### src/rtl/cursor_ctrl_2d.sv
// VT52 two-axis cursor controller with clamped motion and scroll handshake.
// Define AUTOWRAP_EN to make ADVANCE at the last column wrap to a new line.
module cursor_ctrl_2d #(
    parameter int COLS      = 80,
    parameter int ROWS      = 24,
    parameter int COL_BITS  = 7,
    parameter int ROW_BITS  = 5,
    parameter int TAB_WIDTH = 8
) (
    input  logic                clk,
    input  logic                clr,
    input  logic [3:0]          cmd,
    input  logic                cmd_valid,
    output logic                cmd_ready,
    input  logic [COL_BITS-1:0] set_col,
    input  logic [ROW_BITS-1:0] set_row,
    output logic [COL_BITS-1:0] col,
    output logic [ROW_BITS-1:0] row,
    output logic                scroll_req,
    output logic                scroll_dir,
    input  logic                scroll_ack
);

    typedef enum logic {
        IDLE,
        SCROLL
    } state_t;

    typedef enum logic [3:0] {
        C_NOP   = 4'd0,
        C_LEFT  = 4'd1,
        C_RIGHT = 4'd2,
        C_UP    = 4'd3,
        C_DOWN  = 4'd4,
        C_HOME  = 4'd5,
        C_CR    = 4'd6,
        C_LF    = 4'd7,
        C_RLF   = 4'd8,
        C_TAB   = 4'd9,
        C_SET   = 4'd10,
        C_ADV   = 4'd11
    } cmd_t;

    localparam logic [COL_BITS:0] COL_MAX  = (COL_BITS+1)'(COLS - 1);
    localparam logic [ROW_BITS:0] ROW_MAX  = (ROW_BITS+1)'(ROWS - 1);
    localparam logic [COL_BITS:0] TAB_STEP = (COL_BITS+1)'(TAB_WIDTH);
    localparam logic [COL_BITS:0] TAB_MASK = ~((COL_BITS+1)'(TAB_WIDTH - 1));

    function automatic logic [COL_BITS-1:0] clamp_col(input logic [COL_BITS:0] v);
        return (v > COL_MAX) ? COL_MAX[COL_BITS-1:0] : v[COL_BITS-1:0];
    endfunction

    function automatic logic [ROW_BITS-1:0] clamp_row(input logic [ROW_BITS:0] v);
        return (v > ROW_MAX) ? ROW_MAX[ROW_BITS-1:0] : v[ROW_BITS-1:0];
    endfunction

    state_t state;

    logic [COL_BITS:0]   col_w;
    logic [ROW_BITS:0]   row_w;
    logic [COL_BITS-1:0] col_inc;
    logic [COL_BITS-1:0] col_dec;
    logic [COL_BITS-1:0] col_tab;
    logic [ROW_BITS-1:0] row_inc;
    logic [ROW_BITS-1:0] row_dec;
    logic                at_last_col;
    logic                at_last_row;
    logic                at_top_row;

    logic [COL_BITS-1:0] nxt_col;
    logic [ROW_BITS-1:0] nxt_row;
    logic                nxt_scroll;
    logic                nxt_dir;

    // One spare bit keeps +1 and the tab step from wrapping before the clamp.
    assign col_w       = {1'b0, col};
    assign row_w       = {1'b0, row};
    assign col_inc     = clamp_col(col_w + 1'b1);
    assign row_inc     = clamp_row(row_w + 1'b1);
    assign col_dec     = (col == '0) ? '0 : col - 1'b1;
    assign row_dec     = (row == '0) ? '0 : row - 1'b1;
    assign col_tab     = clamp_col((col_w & TAB_MASK) + TAB_STEP);
    assign at_last_col = (col_w == COL_MAX);
    assign at_last_row = (row_w == ROW_MAX);
    assign at_top_row  = (row == '0);

    always_comb begin
        nxt_col    = col;
        nxt_row    = row;
        nxt_scroll = 1'b0;
        nxt_dir    = 1'b0;
        case (cmd)
            C_LEFT:  nxt_col = col_dec;
            C_RIGHT: nxt_col = col_inc;
            C_UP:    nxt_row = row_dec;
            C_DOWN:  nxt_row = row_inc;
            C_HOME: begin
                nxt_col = '0;
                nxt_row = '0;
            end
            C_CR:    nxt_col = '0;
            C_LF: begin
                if (at_last_row) nxt_scroll = 1'b1;
                else             nxt_row    = row_inc;
            end
            C_RLF: begin
                nxt_dir = 1'b1;
                if (at_top_row) nxt_scroll = 1'b1;
                else            nxt_row    = row_dec;
            end
            C_TAB:   nxt_col = col_tab;
            C_SET: begin
                nxt_col = clamp_col({1'b0, set_col});
                nxt_row = clamp_row({1'b0, set_row});
            end
            C_ADV: begin
`ifdef AUTOWRAP_EN
                if (at_last_col) begin
                    nxt_col = '0;
                    if (at_last_row) nxt_scroll = 1'b1;
                    else             nxt_row    = row_inc;
                end else begin
                    nxt_col = col_inc;
                end
`else
                nxt_col = at_last_col ? col : col_inc;
`endif
            end
            default: ;
        endcase
    end

    always_ff @(posedge clk or posedge clr) begin
        if (clr) begin
            state      <= IDLE;
            col        <= '0;
            row        <= '0;
            scroll_req <= 1'b0;
            scroll_dir <= 1'b0;
            cmd_ready  <= 1'b1;
        end else begin
            unique case (state)
                IDLE: begin
                    if (cmd_valid) begin
                        col <= nxt_col;
                        row <= nxt_row;
                        if (nxt_scroll) begin
                            state      <= SCROLL;
                            scroll_req <= 1'b1;
                            scroll_dir <= nxt_dir;
                            cmd_ready  <= 1'b0;
                        end
                    end
                end
                SCROLL: begin
                    if (scroll_ack) begin
                        state      <= IDLE;
                        scroll_req <= 1'b0;
                        cmd_ready  <= 1'b1;
                    end
                end
                default: state <= IDLE;
            endcase
        end
    end

endmodule

### config.mk
export PLATFORM = sky130hd
export DESIGN_NAME = cursor_ctrl_2d
export DESIGN_NICKNAME = d
export VERILOG_FILES = /design/src/rtl/cursor_ctrl_2d.sv
export SDC_FILE = /design/constraint.sdc
export NUM_CORES = 1
export LEC_CHECK = 0
export ABC_AREA = 1
export BUFFER_PORTS_ARGS = -buffer_cell sky130_fd_sc_hd__buf_2
export CAP_MARGIN = 0
export CELL_PAD_IN_SITES_DETAIL_PLACEMENT = 1
export CELL_PAD_IN_SITES_GLOBAL_PLACEMENT = 2
export CORE_MARGIN = 5
export CORE_UTILIZATION = 25
export DETAILED_ROUTE_END_ITERATION = 6
export PLACE_DENSITY_LB_ADDON = 0.2
export SYNTH_ARGS = -nofsm -noshare
export SYNTH_HDL_FRONTEND = slang
export SYNTH_SLANG_ARGS = --single-unit
### constraint.sdc
create_clock -name clk -period 1.7 [get_ports clk]
set_clock_uncertainty 0.2 [all_clocks]
set_input_delay 0.085 -clock clk [delete_from_list [all_inputs] [get_ports clk]]
set_output_delay 0.085 -clock clk [all_outputs]
set_load 0.05 [all_outputs]
Word-level counts from Yosys, hierarchy flattened
Index checks and enable logic that the tools add are counted.
W data, S select, Z words.

operators by class
  $add $sub $neg = 5
  $lt $le $gt $ge = 5
  equality and inequality tests = 19
  muxes and demuxes = 28
  bitwise operators = 1
  reduce and logical (&&, ||, !) cells = 9

operator list
  cell                   count
  $pmux W7 S6            1
  $mux W7                5
  $pmux W5 S6            1
  $mux W5                5
  $eq A4 B3 Y1 const B   4
  $eq A4 B4 Y1 const B   4
  $gt A8 B7 Y1 const B   2
  $mux W1                12
  $ne A2 B2 Y1 const B   6
  $reduce_bool A6 Y1     2
  $add A7 B1 Y8 const B  1
  $add A7 B4 Y8 const B  1
  $eq A4 B2 Y1 const B   2
  $pmux W1 S2            4
  $eq A7 B7 Y1 const B   1
  $gt A7 B7 Y1 const B   1
  $logic_not A7 Y1       1
  $sub A7 B1 Y7 const B  1
  $add A5 B1 Y6 const B  1
  $gt A6 B5 Y1 const B   1
  $reduce_and A3 Y1      2
  $eq A5 B5 Y1 const B   1
  $gt A5 B5 Y1 const B   1
  $logic_not A5 Y1       1
  other kinds (6)        6

word-level totals
  register bits = 16
  input port bits = 20
  output and inout port bits = 15
  word-level logic and storage cells = 73

Logic depth before layout (Yosys ltp)
Gate-level depths: netlist of run 1.

  word-level depth = 6
  depth in mapped cells = 12
  gate-level depth less buffers = 12

Worst setup path before layout of run 1
Ideal clock, no wire load.

  path type = flip-flop to flip-flop
  start point = register row[0]
  end point = register row[1]
  library setup time = 0.122 ns
  arrival = 1.797 ns
  required time = 1.378 ns
  setup slack = -0.418 ns
  cell stages (with the launch flop) = 11
  buffers on the path = 0
  cells stage by stage = dfrtp_1 -> inv_1 -> ha_1 -> nand3_1 -> nor2_1 -> nand2_1 -> nand3_1 -> nor2_4 -> inv_1 -> nor2_1 -> a21oi_1

on the way
  cells in the longest elaborated chain, start to end = 5
  elaborated cells between the ends (all ways) = 13
  classes of those cells = 2 x add/sub; 1 x order compare; 3 x eq/ne; 5 x mux; 2 x reduce/logical

ends and longest elaborated chain
  item                      RTL line  text
  start: declaration        18        output logic [ROW_BITS-1:0] row,
  start signal: assignment  146       row <= nxt_row;
  $add A5 B1 Y6             79        assign row_inc = clamp_row(row_w + 1'b1);
  $gt A6 B5 Y1              54        return (v > ROW_MAX) ? ROW_MAX[ROW_BITS-1:0] : v[ROW_BITS-1:0];
  $mux W5                   54
  $mux W5                   103       if (at_last_row) nxt_scroll = 1'b1;
  $pmux W5 S6               92        case (cmd)

Parallel ways exist; a longest one is shown, timed or not. The select of a mux whose other input is x is not followed.
A chain may end at the register's enable or synchronous reset.

Worst setup path after layout of run 1
  start point = register col[4]
  end point = register col[1]

on the way
  cells in the longest elaborated chain, start to end = 5
  elaborated cells between the ends (all ways) = 13
  classes of those cells = 2 x add/sub; 2 x order compare; 2 x eq/ne; 5 x mux; 2 x reduce/logical

ends and longest elaborated chain
  item                      RTL line  text
  start: declaration        17        output logic [COL_BITS-1:0] col,
  start signal: assignment  145       col <= nxt_col;
  $add A7 B1 Y8             78        assign col_inc = clamp_col(col_w + 1'b1);
  $gt A8 B7 Y1              50        return (v > COL_MAX) ? COL_MAX[COL_BITS-1:0] : v[COL_BITS-1:0];
  $mux W7                   50
  $mux W7                   126       nxt_col = at_last_col ? col : col_inc;
  $pmux W7 S6               92

Parallel ways exist; a longest one is shown, timed or not. The select of a mux whose other input is x is not followed.

==> out/results.ini, run 1 <==
[sta]
min_period_over_period_pct = 103
setup_ws_ns = -0.0455
rsz0062_at_grt = yes
worstMarginPinSlew_ns = 0.496
hold_violations = 0
timing.fmax_mhz = 573
setup_violations = 9
finalCriticalPeriod_ns = 1.75
drv_slew = 0
worst_hold_slack_ns = 0.0290
slew_headroom_pct = 66.7

[synthesis]
yosys_register_bits = 16
synth_area_um2 = 1740
syn-num-nets = 325
synth_ff_type = dfrtp_1
synth_cell_types = 28
syn_inst = 298
seq_area_frac_synth_pct = 23.0
synthArstFlopShare_pct = 100
synth_warnings = 0
synth-edff-count = 0
syn_area_per_cell_um2 = 5.85

[clock_network]
clkLatencyLatePin_ns = 0.26
clockRootBuffer = clkbuf_8
clock_path_buffers = 2
numCtsBuffers = 3
cts.sinks = 16
cts_max_level = 1
path_clk_slew_ns = 0.07
tritoncts = built

[worst_setup_path]
critical_path_class = flip-flop to flip-flop
slowest_stage = dfrtp_4
crit_buf_inv = 0
crit_chain = ha_4 > nand3_4 > nand3_2 > nand3_4 > nand2_1 > nor2_1 > nand2_1 > nand2_1 > nand2_1
start_kind = flip-flop
worstPathRequired_ns = 1.65
critPathCaptureType = flip-flop
worst-endpoint-arrival_ns = 1.70
crit_fanout = 5
worst_path_most_repeated_cell = nand2_1
cpPeakStageDelay_ns = 0.53
crit_family = simple AND/OR/NAND/NOR gates

[routing]
wl_per_cell_um = 14.2
drt-met1-wl_um = 3420
dr.pass1.iters = 4
vias_per_cell = 4.52
antenna_left = 0
totalWireLength_um = 6870
vias = 2179
drt_iter0_markers = 50
wl_met3_um = 189
dr_wl_met2_um = 3190
drc = 0
top_layer_used = met4

[global_route]
overflow = 0
antenna_found_initial = 0
grt_pass1_wl_um = 11100
first_global_vias = 2277
grtUsageTotal_pct = 16.2
grt_max_degree = 17

[power_and_ir_drop]
ir_drop_uv = 816
p_per_area_nw_per_um2 = 1720
p_leak_nw = 1.46

[layout]
layout-drive-gt1-share_pct = 49.0
areaGrowthSynthToFinish_pct = 67.3
layout_common_cells = nand2_1 (80), buf_4 (41), nor2_1 (35), buf_2 (34), inv_1 (24)
diodes = 0
nFillCells = 911
final_common_cell = nand2_1
layout.nets = 414

[floorplanning]
start_util_pct = 25.7
coreArea_um2 = 6790
fp.dieW_um = 93.5
io_pins = 35
die_area_um2 = 8740
row_count = 30
dieHeight_um = 93.5

[outcome]
violations = negative setup slack
outcome = complete, but fails checks

[placed_design]
io_buffer_count = 34
dp_hpwl_um = 5430
dp_slack_ns = -0.117
place_congestion = 0.855

[job]
max_cap_viol_count = 0

[min_path]
hold_class = input pin to flip-flop

[final cells by class]
cell class | count | area [um2] | share of cell area [%]
Multi-Input combinational cell | 236 | 1500 | 51.3
Timing Repair Buffer | 89 | 657 | 22.5
Sequential cell | 16 | 419 | 14.4
Inverter | 41 | 169 | 5.79
Tap cell | 96 | 120 | 4.12
Clock buffer | 4 | 55.1 | 1.89
[cell usage after synthesis, types with 2 or more instances]
cell type / number / area (um2)
buf_6: 2 / 22.5
nand2_2: 2 / 12.5
nand2_1: 97 / 364
inv_1: 39 / 146
xnor2_1: 3 / 26.3
xor2_1: 3 / 26.3
nand3_1: 28 / 140
nand3_4: 2 / 35.0
nor2_2: 4 / 25.0
nand4_1: 6 / 37.5
a21oi_1: 9 / 45.0
nor2_4: 2 / 22.5
dfrtp_1: 15 / 375
nor2_1: 48 / 180
o21ai_0: 18 / 90.1
ha_1: 7 / 87.6
buf_2: 2 / 10.0
[through the flow]
step | instance area (um2) | std cells | setup TNS (ns) | utilization [%] | total power [W]
after CTS | 2730 | 476 | -0.258 | 40.2 | 0.00475
after floorplan | 1860 | 298 | -0.601 | - | 0.00276
final | 2920 | 482 | -0.247 | 42.9 | 0.00503
after global routing | 2920 | 482 | -1.42 | 42.9 | 0.00539
after global placement | 2450 | 464 | -1.14 | 36.1 | 0.00393
after detailed placement | 2450 | 464 | -1.15 | 36.1 | 0.00398
[report_power, final]
| part | switching (W) | leakage (nW) | total [W] | internal [W] |
|---|---|---|---|---|
| Clock | 0.000155 | 0.0288 | 0.000361 | 0.000206 |
| Sequential | 0.000283 | 0.182 | 0.000859 | 0.000576 |
| Combinational | 0.00223 | 1.25 | 0.00381 | 0.00158 |
| Total | 0.00266 | 1.46 | 0.00503 | 0.00236 |
[flip-flops by register name (all words and copies together), names as in the netlist]
signal	count
scroll_req	1
state	1
cmd_ready	1
row	5
scroll_dir	1
col	7
[final timing paths]
| path | cells past startpoint | endpoint | start | slack [ns] |
|---|---|---|---|---|
| max | 9 | col[1]$_DFFE_PP0P_ | col[4]$_DFFE_PP0P_ | -0.05 |
| min | 5 | row[3]$_DFFE_PP0P_ | set_row[3] | 0.03 |
| max reg2reg | 9 | col[1]$_DFFE_PP0P_ | col[4]$_DFFE_PP0P_ | -0.05 |
| min reg2reg | 2 | cmd_ready$_DFFE_PP1P_ | cmd_ready$_DFFE_PP1P_ | 0.27 |
| max in group asynchronous | 4 | cmd_ready$_DFFE_PP1P_ | clr | 0.86 |
| min in group asynchronous | 4 | scroll_req$_DFFE_PP0P_ | clr | 0.18 |
[worst reg2reg max path: cells and delay by family (launching register included)]
| family | cells | cell delay [ns] |
|---|---|---|
| AND/OR/NAND/NOR | 8 | 0.71 |
| flip-flops | 1 | 0.53 |
| adder cells (fa/ha/maj) | 1 | 0.20 |
[per-layer routing]
| layer | vias up | GRT usage (%) |
|---|---|---|
| met2 | 29 | 27.0 |
| met4 | 0 | 3.54 |
| met3 | 7 | 2.17 |
| met5 | - | 0 |
| li1 | 1118 | - |
| met1 | 1025 | 22.1 |
[timing repair]
action,CTS,global route
setup buffers,4,7
hold buffers,4,0
resized for setup,42,46
pin swaps,19,19
setup endpoints to repair,13,13
endpoints found under the hold margin,21,0
[logic make-up (layout without fill, tap and decap cells)]
kind of cell | after synthesis | in the layout | synth area share [%]
AND/OR/NAND/NOR | 192 | 192 | 48.2
buffers and inverters | 46 | 134 | 11.3
AO/OA/AOI/OAI | 31 | 31 | 9.48
adder cells (fa/ha/maj) | 7 | 7 | 5.02
flip-flops | 16 | 16 | 23.0
XOR/XNOR | 6 | 6 | 3.02
No activity file was read; power rests on OpenSTA's default activity.
==> run 2, diff against run 1 <==
--- a/config.mk
+++ b/config.mk
@@ -5,14 +5,14 @@
 export SDC_FILE = /design/constraint.sdc
 export NUM_CORES = 1
 export LEC_CHECK = 0
-export ABC_AREA = 1
 export BUFFER_PORTS_ARGS = -buffer_cell sky130_fd_sc_hd__buf_2
 export CAP_MARGIN = 0
 export CELL_PAD_IN_SITES_DETAIL_PLACEMENT = 1
 export CELL_PAD_IN_SITES_GLOBAL_PLACEMENT = 2
 export CORE_MARGIN = 5
-export CORE_UTILIZATION = 25
+export CORE_UTILIZATION = 29
 export DETAILED_ROUTE_END_ITERATION = 6
+export GPL_ROUTABILITY_DRIVEN = 0
 export PLACE_DENSITY_LB_ADDON = 0.2
 export SYNTH_ARGS = -nofsm -noshare
 export SYNTH_HDL_FRONTEND = slang
==> out/results.ini, run 2 <==
[outcome]
outcome = complete, but fails checks
violations = negative setup slack

[layout]
nFillCells = 685  ; -25%
top_register = col
top_regs = col (7), row (5)
diodes = 0  ; unchanged
layout.nets = 354  ; -14%
final_common_cell = buf_4
layout_common_cells = buf_4 (81), buf_2 (34), o21ai_0 (18), nand2_1 (14), nor3_1 (9)
finalNonFillerCells = 398  ; -17%
design_area_um2 = 2970  ; +2.0%
areaGrowthSynthToFinish_pct = 76.7
layout-drive-gt1-share_pct = 55.8  ; +6.9 points
largest_reg_flops = 7  ; unchanged

[global_route]
grtUsageTotal_pct = 19.5  ; +3.3 points
antenna_found_initial = 0  ; unchanged
grt_use_met2_pct = 37.1  ; +10 points
grt_max_degree = 17  ; unchanged
busiest_layer = met2
overflow = 0  ; unchanged
first_global_vias = 2292  ; +0.66%
grt_pass1_wl_um = 11400  ; +3.2%
met3_usage_pct = 2.38  ; +0.20 points
use_met1_pct = 22.0  ; -0.082 points

[synthesis]
synthArstFlopShare_pct = 100  ; unchanged
synth_commonest_cells = o21ai_0 (22), dfrtp_1 (15), nand2_1 (15)
syn_area_per_cell_um2 = 8.05  ; +38%
synth.largest_area_cell = dfrtp_1
yosys_register_bits = 16  ; unchanged
seq_area_frac_synth_pct = 23.9  ; +0.82 points
synth_top_area_share_pct = 22.3  ; +0.77 points
synth_cell_types = 62  ; +120%
syn_inst = 209  ; -30%
yosysMostFrequentCell = o21ai_0
synth_ff_type = dfrtp_1
synth_warnings = 0  ; unchanged
synth-edff-count = 0  ; unchanged
syn-num-nets = 236  ; -27%
synth_area_um2 = 1680  ; -3.4%
synth_area_leaders = dfrtp_1 (22%), o21ai_0 (6.5%), ha_1 (5.2%)

[floorplanning]
coreArea_um2 = 5570  ; -18%
die_area_um2 = 7430  ; -15%
row_count = 27  ; -10%
dieHeight_um = 86.2  ; -7.8%
fp.dieW_um = 86.2  ; -7.8%
start_util_pct = 30.2  ; +4.5 points
io_pins = 35  ; unchanged

[clock_network]
tritoncts = built
clockRootBuffer = clkbuf_8
cts_max_level = 1  ; unchanged
cts.sinks = 16  ; unchanged
clkLatencyLatePin_ns = 0.25  ; about the same
path_clk_slew_ns = 0.07  ; about the same
numCtsBuffers = 3  ; unchanged
clock_path_buffers = 2  ; unchanged

[placed_design]
dp_hpwl_um = 5320  ; -2.0%
dp.cells = 381  ; -18%
io_buffer_count = 34  ; unchanged
place_area_um2 = 2610  ; +6.5%

[sta]
min_period_over_period_pct = 126  ; +24 points
setup_ws_ns = -0.450  ; -0.405 ns
worstMarginPinSlew_ns = 0.437  ; -0.0595 ns
rsz0062_at_grt = yes
setup_violations = 16  ; +7
slew_headroom_pct = 70.5  ; +3.8 points
timing.fmax_mhz = 465  ; -19%
hold_violations = 0  ; unchanged
drv_slew = 0  ; unchanged
finalCriticalPeriod_ns = 2.15  ; +0.405 ns
setup_tns_ns = -5.00  ; -4.75 ns

[routing]
wl_per_cell_um = 18.1  ; +27%
totalWireLength_um = 7200  ; +4.9%
vias = 2134  ; -2.1%
drc = 0  ; unchanged
antenna_left = 0  ; unchanged
vias_per_cell = 5.36  ; +19%
drt_iter0_markers = 46  ; -8.0%
dr.pass1.iters = 4  ; unchanged

[worst_setup_path]
timing.reg2reg.worst_path_depth = 6  ; -3
critical_path_class = flip-flop to flip-flop
crit_fanout = 7  ; +2
startpoint = row[0]$_DFFE_PP0P_
start_kind = flip-flop
worst-path-stages = 6  ; -3
crit_chain = ha_4 > and4b_1 > a32o_2 > a221oi_4 > buf_6 > mux2_4
cpPeakStageDelay_ns = 0.50  ; -0.03 ns
worstPathRequired_ns = 1.64  ; about the same
crit_buf_inv = 1  ; +1
critPathCaptureType = flip-flop
crit_family = compound AO/OA/AOI/OAI gates
rr_startpoint = row[0]$_DFFE_PP0P_
worst-endpoint-arrival_ns = 2.09  ; +0.39 ns
slowest_stage = dfrtp_4

[power_and_ir_drop]
internal_power_w = 0.00225  ; -4.5%
switching_share_pct = 49.3  ; -3.7 points
ir_drop_uv = 913  ; +12%
p_leak_nw = 1.27  ; -13%
p_clk_share_pct = 7.3  ; about the same
comb_power_share_pct = 75.0  ; -0.7 points
pwr-share-seq_pct = 17.8  ; +0.7 points
p_sw_w = 0.00219  ; -18%
p_per_area_nw_per_um2 = 1500  ; -13%

[min_path]
hp-start = set_row[1]
holdPathStages = 4  ; -1
hold_class = input pin to flip-flop

[job]
max_cap_viol_count = 0  ; unchanged

==> run 2: power by group through the flow <==
stage               Clock [W]  Sequential [W]  Combinational [W]
floorplan                   0         0.00128            0.00115
global placement            0        0.000775            0.00280
detailed placement          0        0.000782            0.00284
CTS                  0.000333        0.000792            0.00318
global route         0.000347        0.000817            0.00357
finish               0.000323        0.000790            0.00333
==> run 2: tightest hold or removal path: stages <==
cell and delay, ns:
buf_2 0.07, o21ai_0 0.07, o221ai_1 0.07, mux2_4 0.14
==> run 2: what timing repair did <==
action	in CTS	in global routing
resized for setup	27	12
endpoints found under the setup margin	16	16
hold buffers	2	0
buffers inserted	8	3
pin swaps	19	15
endpoints found under the hold margin	19	0
==> run 2: layer usage <==
layer | wire (um) | part of all wire, %
met1 | 3020 | 42
met3 | 229 | 3.2
met2 | 3760 | 52
met4 | 189 | 2.6
met5 | 0 | 0
==> run 2: cell families after synthesis <==
logic type | Yosys count | share of synthesized area, %
simple gates | 79 | 28.1
compound gates | 72 | 30.4
buf+inv | 24 | 6.24
flops | 16 | 23.9
xor+xnor | 8 | 4.16
fa+ha+maj | 7 | 5.20
mux | 3 | 2.01
==> run 2: path summary, 6_finish.rpt <==
check                                         end  slack, ns
max reg2reg                    row[1]$_DFFE_PP0P_      -0.45
min in group asynchronous  scroll_dir$_DFFE_PP0P_       0.21
min                            row[1]$_DFFE_PP0P_       0.02
max                            row[1]$_DFFE_PP0P_      -0.45
max in group asynchronous   cmd_ready$_DFFE_PP1P_       0.83
min reg2reg                 cmd_ready$_DFFE_PP1P_       0.27
==> run 2: stage by stage <==
| stage | total power (W) | setup slack, ns | hold slack [ns] | utilization [%] |
|---|---|---|---|---|
| 6_report | 0.00445 | -0.450 | 0.0160 | 53.3 |
| 5_1_grt | 0.00474 | -0.511 | 0.0278 | 53.3 |
| 4_1_cts | 0.00431 | -0.460 | 0.0167 | 51.6 |
| 3_5_place_dp | 0.00362 | -0.465 | -0.0621 | 46.8 |
| 3_3_place_gp | 0.00358 | -0.441 | -0.0906 | 46.8 |
| 2_1_floorplan | 0.00243 | -0.567 | -0.202 | - |
==> run 2: cell type report <==
class	count	area [um2]	share of cell area [%]
clock buffers	4	45.0	1.52
inverters	13	58.8	1.98
multi-input cells	169	1450	48.8
flip-flops and latches	16	424	14.3
well taps	72	90.1	3.03
repair buffers	124	903	30.4
